$ cat src/rtl/gcd_host_pkg.sv
`default_nettype none
// ============================================================================
// Module      : gcd_host_pkg
// Description : Shared state encoding, default parameters and sizing helper
//               for the GCD host controller.
// Revision    : 1.0 - initial release
// ============================================================================
package gcd_host_pkg;

    localparam int unsigned C_RST_CYCLES     = 2;
    localparam int unsigned C_START_CYCLES   = 6;
    localparam int unsigned C_STABLE_CYCLES  = 16;
    localparam int unsigned C_TIMEOUT_CYCLES = 1024;

    typedef enum logic [2:0] {
        ST_IDLE      = 3'd0,
        ST_RESET_CPU = 3'd1,
        ST_START     = 3'd2,
        ST_RUN       = 3'd3,
        ST_RESP      = 3'd4
    } state_t;

    // Bits needed to hold the values 0..max_val inclusive.
    function automatic int unsigned cnt_width(input int unsigned max_val);
        return (max_val < 2) ? 1 : $clog2(max_val + 1);
    endfunction

endpackage
`default_nettype wire

$ cat src/rtl/gcd_done_detect.sv
`default_nettype none
// ============================================================================
// Module      : gcd_done_detect
// Description : Result-stability counter and job watchdog for the GCD host.
// Revision    : 1.0 - initial release
// ============================================================================
module gcd_done_detect
    import gcd_host_pkg::*;
#(
    parameter int unsigned STABLE_CYCLES  = C_STABLE_CYCLES,
    parameter int unsigned TIMEOUT_CYCLES = C_TIMEOUT_CYCLES
) (
    input  logic        clk,
    input  logic        rst,
    input  logic        i_active,
    input  logic        i_run,
    input  logic [31:0] i_result,
    output logic        done,
    output logic        timeout
);

    localparam int unsigned C_SW = cnt_width(STABLE_CYCLES);
    localparam int unsigned C_WW = cnt_width(TIMEOUT_CYCLES);

    logic [31:0]     r_prev;
    logic [C_SW-1:0] r_stable;
    logic [C_WW-1:0] r_wd;
    logic            w_same;

    assign w_same = (i_result == r_prev) && (i_result != 32'd0);

    always_ff @(posedge clk or posedge rst) begin
        if (rst) begin
            r_prev   <= '0;
            r_stable <= '0;
            r_wd     <= '0;
        end else begin
            r_prev <= i_result;
            if (!i_run || !w_same)
                r_stable <= '0;
            else if (r_stable != C_SW'(STABLE_CYCLES))
                r_stable <= r_stable + 1'b1;
            if (!i_active)
                r_wd <= '0;
            else if (r_wd != C_WW'(TIMEOUT_CYCLES))
                r_wd <= r_wd + 1'b1;
        end
    end

    // Both flags fire on the cycle whose closing edge makes the count reach its limit.
    assign done    = i_run && w_same && (r_stable >= C_SW'(STABLE_CYCLES - 1));
    assign timeout = i_active && (r_wd >= C_WW'(TIMEOUT_CYCLES - 1));

endmodule
`default_nettype wire

$ cat src/rtl/gcd_host_ctrl.sv
`default_nettype none
// ============================================================================
// Module      : gcd_host_ctrl
// Description : Sequences one GCD job on an attached core: reset, start pulse,
//               completion/timeout detection and response handshake.
// Revision    : 1.0 - initial release
// ============================================================================
module gcd_host_ctrl
    import gcd_host_pkg::*;
#(
    parameter int unsigned RST_CYCLES     = C_RST_CYCLES,
    parameter int unsigned START_CYCLES   = C_START_CYCLES,
    parameter int unsigned STABLE_CYCLES  = C_STABLE_CYCLES,
    parameter int unsigned TIMEOUT_CYCLES = C_TIMEOUT_CYCLES
) (
    input  logic        clk,
    input  logic        rst,
    input  logic        req_valid,
    output logic        req_ready,
    input  logic [31:0] req_a,
    input  logic [31:0] req_b,
    output logic        cpu_rst_n,
    output logic        calc_start,
    output logic [31:0] gcd_a,
    output logic [31:0] gcd_b,
    input  logic [31:0] gcd_result,
    output logic        rsp_valid,
    input  logic        rsp_ready,
    output logic [31:0] rsp_result,
    output logic        rsp_timeout,
    output logic        busy
);

    localparam int unsigned C_PH_MAX = (RST_CYCLES > START_CYCLES) ? RST_CYCLES : START_CYCLES;
    localparam int unsigned C_PH_W   = cnt_width(C_PH_MAX);

    state_t            r_state;
    state_t            w_state_nxt;
    logic [C_PH_W-1:0] r_phase;
    logic [31:0]       r_gcd_a;
    logic [31:0]       r_gcd_b;
    logic [31:0]       r_rsp_result;
    logic              r_rsp_timeout;
    logic              w_accept;
    logic              w_zero_op;
    logic              w_done;
    logic              w_timeout;
    logic              w_active;
    logic              w_run;

    assign req_ready   = (r_state == ST_IDLE) && !rst;
    assign w_accept    = req_valid && req_ready;
    assign w_zero_op   = (req_a == 32'd0) || (req_b == 32'd0);
    assign w_run       = (r_state == ST_RUN);
    assign w_active    = (r_state == ST_START) || w_run;

    assign busy        = (r_state != ST_IDLE);
    assign rsp_valid   = (r_state == ST_RESP);
    assign cpu_rst_n   = w_active;
    assign calc_start  = (r_state == ST_RESET_CPU) || (r_state == ST_START);
    assign gcd_a       = r_gcd_a;
    assign gcd_b       = r_gcd_b;
    assign rsp_result  = r_rsp_result;
    assign rsp_timeout = r_rsp_timeout;

    gcd_done_detect #(
        .STABLE_CYCLES  (STABLE_CYCLES),
        .TIMEOUT_CYCLES (TIMEOUT_CYCLES)
    ) u_done_detect (
        .clk      (clk),
        .rst      (rst),
        .i_active (w_active),
        .i_run    (w_run),
        .i_result (gcd_result),
        .done     (w_done),
        .timeout  (w_timeout)
    );

    always_ff @(posedge clk or posedge rst) begin
        if (rst)
            r_state <= ST_IDLE;
        else
            r_state <= w_state_nxt;
    end

    always_comb begin
        w_state_nxt = r_state;
        case (r_state)
            ST_IDLE: begin
                if (w_accept)
                    w_state_nxt = w_zero_op ? ST_RESP : ST_RESET_CPU;
            end
            ST_RESET_CPU: begin
                if (r_phase == C_PH_W'(RST_CYCLES - 1))
                    w_state_nxt = ST_START;
            end
            ST_START: begin
                if (w_timeout)
                    w_state_nxt = ST_RESP;
                else if (r_phase == C_PH_W'(START_CYCLES - 1))
                    w_state_nxt = ST_RUN;
            end
            ST_RUN: begin
                if (w_done || w_timeout)
                    w_state_nxt = ST_RESP;
            end
            ST_RESP: begin
                if (rsp_ready)
                    w_state_nxt = ST_IDLE;
            end
            default: w_state_nxt = ST_IDLE;
        endcase
    end

    always_ff @(posedge clk or posedge rst) begin
        if (rst) begin
            r_phase       <= '0;
            r_gcd_a       <= '0;
            r_gcd_b       <= '0;
            r_rsp_result  <= '0;
            r_rsp_timeout <= 1'b0;
        end else begin
            if (w_state_nxt != r_state)
                r_phase <= '0;
            else if ((r_state == ST_RESET_CPU) || (r_state == ST_START))
                r_phase <= r_phase + 1'b1;
            else
                r_phase <= '0;

            if (w_accept) begin
                r_gcd_a <= req_a;
                r_gcd_b <= req_b;
                if (w_zero_op) begin
                    r_rsp_result  <= req_a | req_b;
                    r_rsp_timeout <= 1'b0;
                end
            end

            // A stable result wins over a watchdog expiry on the same cycle.
            if (w_active && (w_done || w_timeout)) begin
                r_rsp_result  <= gcd_result;
                r_rsp_timeout <= !w_done;
            end
        end
    end

endmodule
`default_nettype wire
$ cat config.mk
export PLATFORM = sky130hd
export DESIGN_NAME = gcd_host_ctrl
export DESIGN_NICKNAME = d
export VERILOG_FILES = /design/src/rtl/gcd_host_pkg.sv /design/src/rtl/gcd_done_detect.sv /design/src/rtl/gcd_host_ctrl.sv
export SDC_FILE = /design/constraint.sdc
export NUM_CORES = 1
export LEC_CHECK = 0
export CAP_MARGIN = 15
export CORE_MARGIN = 3
export CORE_UTILIZATION = 47
export CTS_CLUSTER_SIZE = 20
export DETAILED_ROUTE_END_ITERATION = 7
export PLACE_DENSITY = 0.83
export SLEW_MARGIN = 30
export SYNTH_ARGS = -nofsm -noshare
export SYNTH_HDL_FRONTEND = slang
export SYNTH_SLANG_ARGS = --single-unit
$ cat constraint.sdc
create_clock -name clk -period 6.09 [get_ports clk]
set_input_delay 1.5225 -clock clk [delete_from_list [all_inputs] [get_ports clk]]
set_output_delay 1.5225 -clock clk [all_outputs]
set_load 0.02 [all_outputs]
==> flow_metrics.env <==
export IMPL_status="finished, final reports clean"
export IMPL_cp_common_cell="buf_4"
export IMPL_synth_seq_area_share=0.565
export IMPL_drtIter0Drc=431
export IMPL_cts_buffers=17
export IMPL_fin_crit_sh=0.761
export IMPL_multiInputGateArea_mm2=0.00273
export IMPL_skew_ps=9.06
export IMPL_critPathCaptureType="flop"
export IMPL_critPathMaxFanout=34
export IMPL_synth_top_cell_area_share=0.565
export IMPL_dieHeight_um=125
export IMPL_avgRoutedWirePerCell_um=22.7
export IMPL_drt_pass1_iter_count=5
export IMPL_via_per_inst=5.97
export IMPL_synth_nets=665
export IMPL_ys_warn_count=0
export IMPL_tns_ps=0
export IMPL_cp_slowest_cell="nor4_1"
export IMPL_track_usage=0.276
export IMPL_rsz0062_at_grt="false"
export IMPL_p_leak_nw=3.98
export IMPL_synth_edf_count=0
export IMPL_cts_tree="yes"
export IMPL_first_global_vias=5948
export IMPL_cp_data_arrival_time_ps=4900
export IMPL_htreeDepth=4
export IMPL_place_congestion=0.871
export IMPL_cts_sinks=151
export IMPL_clockBufferDepth=2
export IMPL_cts_resized=0
export IMPL_n_fill_cell=966
export IMPL_port_buffers=201
export IMPL_async_flop_share=1.00
export IMPL_worst_ep_required_time_ps=6350
export IMPL_hold_class="flop to flop"
export IMPL_slew_headroom=0.332
export IMPL_met1_usage=0.336
export IMPL_synthFlopType="dfrtp_1"
export IMPL_io_pins=202
export IMPL_yosys_top_cells_count="dfrtp_1 (151), mux2_2 (60), xor2_1 (36)"
export IMPL_top_usage_layer="met2"
export IMPL_post_place_ws_ps=1230
export IMPL_cp_cell_sequence="clkdlybuf4s50_1, nor4_1, nand4_1, o22ai_2, buf_4, nand3_1, buf_4, nor3_1, o41ai_1"
export IMPL_dieArea_mm2=0.0157
export IMPL_ant_nets=0
export IMPL_grt_max_degree=119
export IMPL_synth_most_common_cell="dfrtp_1"
export IMPL_drc=0
export IMPL_syn_inst=558
export IMPL_layout_setup_ws_ps=1450
export IMPL_finish_utilization=0.696
export IMPL_min_period_ps=4640
export IMPL_n_antenna_cell=0
export IMPL_dp_hpwl_um=15300
export IMPL_ys_seq_elements=151
export IMPL_rows=42
export IMPL_vias=5597
export IMPL_setup_viol=0
export IMPL_grt_pass1_wl_um=33800
export IMPL_dieWidth_um=125
export IMPL_worstMarginPinSlew_ps=993
export IMPL_drive_gt1_frac=0.139
export IMPL_nets=856
export IMPL_cts_root_buf="clkbuf_16"
export IMPL_critPathKind="input pin to flop"
export IMPL_synth_top_area_cell="dfrtp_1"
export IMPL_peakVddDrop_mv=0.209
export IMPL_syn_area_mm2=0.00669
export IMPL_finalHoldViolCount=0
export IMPL_coreArea_mm2=0.0136
export IMPL_worst_setup_path_start_kind="input pin"
export IMPL_clk_pin_slew_worst_paths_ps=60
export IMPL_final_max_slew_viol_count=0
export IMPL_routed_wl_um=21300
export IMPL_clkLatencyLatePin_ps=420
export IMPL_post_cts_setup_buffer_count=0
export IMPL_grt_antenna_before_repair=1
export IMPL_yosys_top_cells_area="dfrtp_1 (56%), mux2_2 (10%), xor2_1 (4.7%)"
export IMPL_powerDensity_mw_per_mm2=244
export IMPL_synth_area_per_cell_um2=12.0
export IMPL_synth_cell_type_count=43
export IMPL_cap_viol_max_count=0
export IMPL_met3_usage=0.101
export IMPL_overflow=0
export IMPL_initial_core_util=0.494
export IMPL_cts_hold_buf=0
export IMPL_use_met2=0.450
export IMPL_syn2layout_area_growth_pct=41.0
export IMPL_seq_area_mm2=0.00378
export IMPL_cpPeakStageDelay_ps=880
export IMPL_fmax_ghz=0.216
-- state kept, by name, summed over array words and instances, names as in the netlist --
register                cells
u_done_detect.r_wd         11
r_phase                     3
r_state                     3
rsp_result                 32
u_done_detect.r_stable      5
gcd_b                      32
rsp_timeout                 1
u_done_detect.r_prev       32
gcd_a                      32
-- placed cells by master, fill, tap and decap left out, drive strengths merged, types with 2 or more instances in the layout --
cell	count
o41ai	32
mux2	64
and4	2
nor4b	3
nand3	9
clkinv	4
and3	2
a31oi	33
nor2b	2
nand2	5
clkinvlp	2
mux2i	2
buf	8
bufinv	2
nor2	22
clkbuf	23
inv	10
xnor2	9
dfrtp	151
nor3	33
nand2b	3
ha	7
o21ai	36
nor4	32
nand4	11
a21oi	4
clkdlybuf4s50	201
or3	2
xor2	36
-- path summary, 6_finish.rpt --
kind	startpoint	end	slack, ps	depth (start not counted)
worst max-delay path	req_b[26]	rsp_result[21]$_DFFE_PP0P_	1450	9
worst min-delay path	r_phase[0]$_DFF_PP0_	r_phase[0]$_DFF_PP0_	470	1
worst max register to register	r_state[1]$_DFF_PP0_	gcd_b[11]$_DFFE_PP0P_	3070	6
worst min register to register	r_phase[0]$_DFF_PP0_	r_phase[0]$_DFF_PP0_	470	1
max in group asynchronous	rst	rsp_result[28]$_DFFE_PP0P_	3370	3
min in group asynchronous	rst	r_state[1]$_DFF_PP0_	1730	2
-- logic make-up after synthesis --
kind of cell / synth area share
flip-flops: 0.565
multiplexers: 0.111
AO/OA/AOI/OAI: 0.111
AND/OR/NAND/NOR: 0.110
XOR/XNOR: 0.0589
buffers and inverters: 0.0318
adder cells (fa/ha/maj): 0.0131
-- metrics by stage --
step	cell area [µm²]	hold WS [ps]	cells	total power [mW]
after floorplan	6690	439	558	1.13
after detailed placement	8840	464	906	1.28
after global placement	8840	450	906	1.27
after CTS	9430	472	937	2.32
final	9430	469	937	2.31
after global routing	9430	491	937	2.38
-- cell type report --
class / instances / area share
multi-input combinational: 360 / 0.289
inverter: 10 / 0.00477
timing repair buffer: 209 / 0.220
clock buffer: 23 / 0.0528
clock inverter: 8 / 0.0101
sequential: 151 / 0.401
tap: 176 / 0.0233
-- routing by layer --
layer,vias to the layer above,part of all wire,wire (µm)
li1,2482,-,-
met1,2782,0.39,8270
met2,278,0.49,10500
met3,53,0.089,1900
met4,2,0.029,626
met5,-,0.00033,7
-- critical path: cells and delay by family --
family                 cells  cell delay, ps
buffers and inverters      3            1290
AO/OA/AOI/OAI              2             260
AND/OR/NAND/NOR            4            1800
-- report_power, final --
group | internal, mW | switching [mW] | total (mW) | leakage, nW
Sequential | 1.03 | 0.0134 | 1.04 | 1.98
Clock | 0.652 | 0.390 | 1.04 | 0.291
Combinational | 0.109 | 0.111 | 0.220 | 1.71
Total | 1.79 | 0.514 | 2.31 | 3.98
No activity file was read; power rests on OpenSTA's default activity.
